**config.mk**
```make
export PLATFORM = sky130hd
export DESIGN_NAME = arcade_input_mapper
export DESIGN_NICKNAME = d
export VERILOG_FILES = /design/src/rtl/arcade_input_pkg.sv /design/src/rtl/arcade_coin_conditioner.sv /design/src/rtl/arcade_input_mapper.sv
export SDC_FILE = /design/constraint.sdc
export NUM_CORES = 1
export LEC_CHECK = 0
export ABC_CLOCK_PERIOD_IN_PS = 4200
export CORE_MARGIN = 2
export CORE_UTILIZATION = 35
export CTS_BUF_LIST = sky130_fd_sc_hd__clkbuf_16
export CTS_CLUSTER_DIAMETER = 30
export DETAILED_ROUTE_END_ITERATION = 16
export SKIP_LAST_GASP = 1
export SLEW_MARGIN = 10
export SYNTH_ARGS = -nofsm -noshare
export SYNTH_HDL_FRONTEND = slang
export SYNTH_SLANG_ARGS = --single-unit
```
**constraint.sdc**
```tcl
create_clock -name clk -period 4.2 [get_ports clk]
set_input_delay 0.42 -clock clk [delete_from_list [all_inputs] [get_ports clk]]
set_output_delay 0.42 -clock clk [all_outputs]
set_load 0.02 [all_outputs]
```
**src/rtl/arcade_input_pkg.sv**
```systemverilog
// arcade_input_pkg: source-select codes, map entry layout and FSM state types for the input mapper.
package arcade_input_pkg;
  localparam logic [6:0] SRC_ZERO     = 7'd0;
  localparam logic [6:0] SRC_ONE      = 7'd1;
  localparam logic [6:0] SRC_JOY_BASE = 7'd2;
  localparam logic [6:0] SRC_COIN     = 7'd34;
  localparam logic [6:0] SRC_START    = 7'd35;
  localparam logic [6:0] SRC_FIRE     = 7'd36;
  localparam logic [6:0] SRC_DIP_BASE = 7'd64;
  typedef struct packed {
    logic       invert;
    logic [6:0] sel;
  } map_entry_t;
  typedef enum logic [1:0] {COIN_IDLE, COIN_PULSE, COIN_LOCK} coin_state_e;
  typedef enum logic [1:0] {SCAN_IDLE, SCAN_RUN, SCAN_COMMIT} scan_state_e;
endpackage

```
**src/rtl/arcade_coin_conditioner.sv**
```systemverilog
// arcade_coin_conditioner: turns any coin rising edge into a fixed-width pulse followed by a lockout.
module arcade_coin_conditioner import arcade_input_pkg::*; #(
  parameter int          NUM_COINS = 4,
  parameter logic [15:0] PULSE_CYC = 16'd2000,
  parameter logic [15:0] LOCK_CYC  = 16'd8000
) (
  input  logic                 clk,
  input  logic                 reset,
  input  logic [NUM_COINS-1:0] coin_in,
  output logic                 coin_pulse
);
  coin_state_e state_q, state_d;
  logic [15:0] cnt_q, cnt_d;
  logic [NUM_COINS-1:0] prev_q;
  logic rise;
  assign rise = |(coin_in & ~prev_q);
  always_ff @(posedge clk or posedge reset) begin
    if (reset) begin
      state_q <= COIN_IDLE;
      cnt_q   <= '0;
      prev_q  <= '0;
    end else begin
      state_q <= state_d;
      cnt_q   <= cnt_d;
      prev_q  <= coin_in;
    end
  end
  // LOCK holds its count once expired and only leaves when every coin line is released
  always_comb begin
    state_d = state_q;
    cnt_d   = cnt_q + 16'd1;
    case (state_q)
      COIN_IDLE: begin
        cnt_d   = '0;
        state_d = rise ? COIN_PULSE : COIN_IDLE;
      end
      COIN_PULSE: if (cnt_q == PULSE_CYC - 16'd1) begin
        state_d = COIN_LOCK;
        cnt_d   = '0;
      end
      COIN_LOCK: if (cnt_q >= LOCK_CYC - 16'd1) begin
        cnt_d   = cnt_q;
        state_d = |coin_in ? COIN_LOCK : COIN_IDLE;
      end
      default: state_d = COIN_IDLE;
    endcase
  end
  assign coin_pulse = state_q == COIN_PULSE;
endmodule

```
**src/rtl/arcade_input_mapper.sv**
```systemverilog
// arcade_input_mapper: ioctl-loaded DIP/mode/bit-map tables driving active-low CPU input ports.
// Define ARCADE_INPUT_SOCD_EN to cancel opposing joystick directions before source selection.
module arcade_input_mapper import arcade_input_pkg::*; #(
  parameter int          NUM_PLAYERS    = 4,
  parameter int          NUM_PORTS      = 3,
  parameter int          NUM_MODES      = 4,
  parameter int          NUM_DIP_BYTES  = 8,
  parameter logic [7:0]  DIP_INDEX      = 8'd254,
  parameter logic [7:0]  MODE_INDEX     = 8'd1,
  parameter logic [7:0]  MAP_INDEX      = 8'd2,
  parameter logic [15:0] COIN_PULSE_CYC = 16'd2000,
  parameter logic [15:0] COIN_LOCK_CYC  = 16'd8000,
  localparam int         MODE_W         = (NUM_MODES > 1) ? $clog2(NUM_MODES) : 1
) (
  input  logic                       clk,
  input  logic                       reset,
  input  logic                       ioctl_wr,
  input  logic [7:0]                 ioctl_index,
  input  logic [24:0]                ioctl_addr,
  input  logic [7:0]                 ioctl_dout,
  input  logic [NUM_PLAYERS*16-1:0]  joystick,
  output logic [MODE_W-1:0]          game_mode,
  output logic [NUM_DIP_BYTES*8-1:0] dip_sw,
  output logic [NUM_PORTS*8-1:0]     in_port,
  output logic                       coin_pulse,
  output logic                       scan_done
);
  localparam int BITS      = NUM_PORTS * 8;
  localparam int MAP_DEPTH = NUM_MODES * BITS;
  localparam int MAP_AW    = $clog2(MAP_DEPTH);
  localparam int IDX_W     = $clog2(BITS + 1);
  logic dip_we, mode_we, map_we, rd_en, bit_v;
  logic [MODE_W-1:0] game_mode_q;
  logic [NUM_DIP_BYTES*8-1:0] dip_q;
  logic [7:0] map_mem [MAP_DEPTH];
  logic [7:0] rd_q;
  logic [MAP_AW-1:0] raddr;
  map_entry_t ent;
  scan_state_e st_q, st_d;
  logic [IDX_W-1:0] cnt_q, cnt_d;
  logic [BITS-1:0] shadow_q, shadow_d, port_q, port_d;
  logic done_q, done_d, loaded_q;
  logic [127:0] src;
  logic [NUM_PLAYERS*8-1:0] joy;
  logic [NUM_PLAYERS-1:0] coins;
  logic any_start, any_fire, unused_joy;
  assign dip_we  = ioctl_wr && ioctl_index == DIP_INDEX && ioctl_addr < 25'(NUM_DIP_BYTES);
  assign mode_we = ioctl_wr && ioctl_index == MODE_INDEX;
  assign map_we  = ioctl_wr && ioctl_index == MAP_INDEX && ioctl_addr < 25'(MAP_DEPTH);
  always_ff @(posedge clk or posedge reset) begin
    if (reset) begin
      game_mode_q <= '0;
      dip_q       <= '0;
      loaded_q    <= 1'b0;
      st_q        <= SCAN_IDLE;
      cnt_q       <= '0;
      shadow_q    <= '1;
      port_q      <= '1;
      done_q      <= 1'b0;
    end else begin
      for (int n = 0; n < NUM_DIP_BYTES; n++)
        if (dip_we && ioctl_addr == 25'(n)) dip_q[n*8+:8] <= ioctl_dout;
      if (mode_we) game_mode_q <= ioctl_dout[MODE_W-1:0];
      loaded_q <= loaded_q | map_we;
      st_q     <= st_d;
      cnt_q    <= cnt_d;
      shadow_q <= shadow_d;
      port_q   <= port_d;
      done_q   <= done_d;
    end
  end
  // Map RAM is deliberately unreset; a read colliding with a write returns the old entry
  assign rd_en = st_q == SCAN_RUN && cnt_q < IDX_W'(BITS);
  assign raddr = MAP_AW'(int'(game_mode_q) * BITS + int'(cnt_q));
  always_ff @(posedge clk) begin
    if (map_we) map_mem[ioctl_addr[MAP_AW-1:0]] <= ioctl_dout;
    if (rd_en) rd_q <= map_mem[raddr];
  end
  always_comb begin
    joy        = '0;
    coins      = '0;
    any_start  = 1'b0;
    any_fire   = 1'b0;
    unused_joy = 1'b0;
    for (int p = 0; p < NUM_PLAYERS; p++) begin
      joy[p*8+:8] = joystick[p*16+:8];
`ifdef ARCADE_INPUT_SOCD_EN
      if (&joystick[p*16+:2]) joy[p*8+:2] = 2'b00;
      if (&joystick[p*16+2+:2]) joy[p*8+2+:2] = 2'b00;
`endif
      coins[p]   = joystick[p*16+6];
      any_start  = any_start | joystick[p*16+5];
      any_fire   = any_fire | joystick[p*16+4];
      unused_joy = unused_joy ^ (^joystick[p*16+8+:8]);
    end
    src                                   = '0;
    src[SRC_ONE]                          = 1'b1;
    src[SRC_JOY_BASE +: NUM_PLAYERS*8]    = joy;
    src[SRC_COIN]                         = coin_pulse;
    src[SRC_START]                        = any_start;
    src[SRC_FIRE]                         = any_fire;
    src[SRC_DIP_BASE +: NUM_DIP_BYTES*8]  = dip_q;
  end
  assign ent   = map_entry_t'(rd_q);
  assign bit_v = src[ent.sel] ^ ent.invert;
  // RUN spends one extra cycle draining the last RAM read, giving a BITS+2 refresh period
  always_comb begin
    st_d     = st_q;
    cnt_d    = cnt_q;
    shadow_d = shadow_q;
    port_d   = port_q;
    done_d   = 1'b0;
    case (st_q)
      SCAN_IDLE: begin
        st_d  = SCAN_RUN;
        cnt_d = '0;
      end
      SCAN_RUN: begin
        cnt_d = cnt_q + IDX_W'(1);
        if (cnt_q != '0) shadow_d[cnt_q - IDX_W'(1)] = ~bit_v;
        st_d = (cnt_q == IDX_W'(BITS)) ? SCAN_COMMIT : SCAN_RUN;
      end
      SCAN_COMMIT: begin
        st_d   = SCAN_RUN;
        cnt_d  = '0;
        port_d = loaded_q ? shadow_q : '1;
        done_d = 1'b1;
      end
      default: st_d = SCAN_IDLE;
    endcase
  end
  arcade_coin_conditioner #(
    .NUM_COINS(NUM_PLAYERS),
    .PULSE_CYC(COIN_PULSE_CYC),
    .LOCK_CYC (COIN_LOCK_CYC)
  ) u_coin (
    .clk       (clk),
    .reset     (reset),
    .coin_in   (coins),
    .coin_pulse(coin_pulse)
  );
  assign game_mode = game_mode_q;
  assign dip_sw    = dip_q;
  assign in_port   = port_q;
  assign scan_done = done_q;
endmodule
```
==> flow_metrics.env <==
export IMPL_status="finished, final reports clean"
export IMPL_htree_levels=4
export IMPL_synth_top_area_share_pct=60.8
export IMPL_intPower_mw=20.0
export IMPL_holdBufCountCts=0
export IMPL_crit_slowest_cell="dfrtp_4"
export IMPL_syn_area_mm2=0.0383
export IMPL_criticalPathCategory="reg2reg"
export IMPL_async_flop_share_pct=15.7
export IMPL_drt_iter0_drc=1823
export IMPL_synth_edff_count=776
export IMPL_place_area_mm2=0.0425
export IMPL_area_growth_syn_to_layout_pct=27.6
export IMPL_rows=121
export IMPL_vias_per_cell=5.34
export IMPL_yosys_warnings=0
export IMPL_finClkSkew_ns=0.0382
export IMPL_switchingPower_mw=5.95
export IMPL_yosysTopAreaCell="edfxtp_1"
export IMPL_fin_util_pct=45.0
export IMPL_cts_tree="yes"
export IMPL_die_width_um=335
export IMPL_p_leak_nw=16.9
export IMPL_cts_path_max_buffers=3
export IMPL_routedWlPerCell_um=24.0
export IMPL_pwr_share_clk_pct=56.6
export IMPL_r2r_slack_ns=0.86
export IMPL_min_period_ns=3.34
export IMPL_p_seq_share_pct=39.4
export IMPL_cts_setup_buffers=0
export IMPL_grt_pass1_vias=22308
export IMPL_synthCells=2053
export IMPL_cpMostUsedCell="mux4_2"
export IMPL_drtPass1Iterations=5
export IMPL_cts_resized=0
export IMPL_clk_insertion_delay_late_ns=0.76
export IMPL_grt_pass1_wl_um=144000
export IMPL_ys_seq_elements=921
export IMPL_path_clk_slew_ns=0.05
export IMPL_setup_violations=0
export IMPL_worst_slew_pin_slew_ns=1.10
export IMPL_final_layout_size_suffix_gt1_share_pct=33.5
export IMPL_globalplace_congestion=0.825
export IMPL_grt_use_total_pct=17.2
export IMPL_critPathCaptureType="register"
export IMPL_yosysUniqueCellTypes=71
export IMPL_portBuffers=167
export IMPL_combPwrFrac_pct=4.0
export IMPL_reg2reg_depth=6
export IMPL_routed_wl_um=96200
export IMPL_grt_max_degree=84
export IMPL_synth_common_cells="edfxtp_1, mux4_2, nor2_1"
export IMPL_max_cap_viol_count=0
export IMPL_worstPathArrival_ns=3.83
export IMPL_crit_fanout=17
export IMPL_num_vias=21430
export IMPL_synth_flop_cell="edfxtp_1"
export IMPL_hold_violations=0
export IMPL_min_period_over_period_pct=79.5
export IMPL_die_h_um=335
export IMPL_layout_nets=2557
export IMPL_slew_headroom_pct=26.4
export IMPL_ir_worst_vdd_mv=0.403
export IMPL_core_area_mm2=0.109
export IMPL_r2r_end="ent[5]"
export IMPL_critPathRequiredTime_ns=4.70
export IMPL_yosys_top_cells_area="edfxtp_1, mux4_2, dfrtp_1"
export IMPL_r2r_start="cnt_q[0]"
export IMPL_min_path_type="in2async"
export IMPL_ios=200
export IMPL_dieArea_mm2=0.112
export IMPL_path_cells="buf_4 > mux4_2 > mux4_2 > mux2i_1 > a22o_1 > a21oi_1"
export IMPL_rsz0062_at_grt="no"
export IMPL_grt_overflow=0
export IMPL_cts_made_buffers=183
export IMPL_tns_ns=0
export IMPL_finalMaxSlewViolations=0
export IMPL_clock_sinks=921
export IMPL_power_density_mw_per_mm2=531
export IMPL_yosys_cell_count_top_type="edfxtp_1"
export IMPL_syn_avg_cell_area_um2=18.7
export IMPL_antenna_found_initial=3
export IMPL_start_util_pct=35.3
export IMPL_crit_path_start_kind="register"
export IMPL_dp_hpwl_um=60200
export IMPL_max_freq_mhz=300
export IMPL_stdcell_area_mm2=0.0489
export IMPL_ys_seq_area_share_pct=70.4
export IMPL_n_antenna_cell=0
export IMPL_ant_nets=0
export IMPL_synth_net_count=2173
export IMPL_cts_root_buffer="clkbuf_16"
export IMPL_route_detailed_drc=0
export IMPL_power_share_switching_pct=22.9
export IMPL_critPathMaxStageDelay_ns=0.77
[flip-flops by register name (all words and copies together), names as in the netlist]
register        cells
cnt_q               5
game_mode           2
u_coin.state_q      2
ent                 8
st_q                2
dip_sw             64
shadow_q           24
map_mem           768
u_coin.cnt_q       16
scan_done           1
in_port            24
loaded_q            1
u_coin.prev_q       4
[kinds of logic after synthesis]
kind of cell    after synthesis  synth area share, %
buf+inv                     149                 1.99
simple gates                426                 5.46
flops                       921                 70.4
compound gates              168                 3.24
xor+xnor                     16                0.366
fa+ha+maj                    12                0.411
mux                         361                 18.1
[layout make-up]
class	instances	area (µm²)
clock buffer	183	4580
fill	9238	59800
multi-input combinational	983	10600
tap	1414	1770
sequential	921	27000
clock inverter	162	1880
timing repair buffer	329	3020
inverter	19	75.1
[metrics by stage]
stage | instances | hold WS [ns] | setup WS (ns) | power (mW)
3_5_place_dp | 3666 | 0.456 | 0.535 | 11.4
3_3_place_gp | 3666 | 0.448 | 0.378 | 11.4
5_1_grt | 4011 | 0.175 | 0.672 | 26.8
4_1_cts | 4011 | 0.149 | 0.787 | 26.2
2_1_floorplan | 2053 | 0.431 | 1.13 | 11.0
6_report | 4011 | 0.178 | 0.861 | 26.0
[layout by cell type (no fill, tap or decap), types with 28 or more instances in the layout]
cell type,count
dfstp_2,48
nor2b_1,42
nand3_1,85
nand2_1,77
o21ai_0,34
mux4_2,253
nor2_1,123
buf_4,158
clkdlybuf4s50_1,159
mux2i_1,31
clkinvlp_4,28
edfxtp_1,776
dfrtp_1,94
clkbuf_16,183
mux2_2,71
[worst max-delay path by stage]
stage | start | to | slack (ns)
final | cnt_q[0] | ent[5] | 0.86
after global routing | cnt_q[0] | shadow_q[10] | 0.67
after CTS | cnt_q[0] | ent[5] | 0.79
after detailed placement | ioctl_index[0] | map_mem[33][1] | 0.54
after global placement | ioctl_addr[16] | map_mem[33][7] | 0.38
after floorplan | game_mode[0] | ent[6] | 1.13
[layer usage]
metal,GRT usage (%),routed length [µm],up-vias
li1,-,-,9204
met1,22.7,40500,11307
met2,28.0,46900,780
met3,4.39,6870,135
met4,5.37,1970,4
met5,0,33,-
[power groups by stage]
| stage | sequential, mW | clock, mW | combinational, mW |
|---|---|---|---|
| floorplan | 10.3 | 0 | 0.647 |
| global placement | 10.4 | 0 | 0.992 |
| detailed placement | 10.4 | 0 | 1.03 |
| CTS | 10.2 | 14.9 | 1.03 |
| global route | 10.2 | 15.4 | 1.12 |
| finish | 10.2 | 14.7 | 1.03 |
[worst max-delay path, delay by kind of cell (launching register included)]
kind / cells / cell delay [ns]
AOI/OAI and AO/OA: 2 / 0.34
buffers and inverters: 1 / 0.41
DFF: 1 / 0.77
muxes: 3 / 1.56
Note: power is estimated with default switching activity, not from simulation.
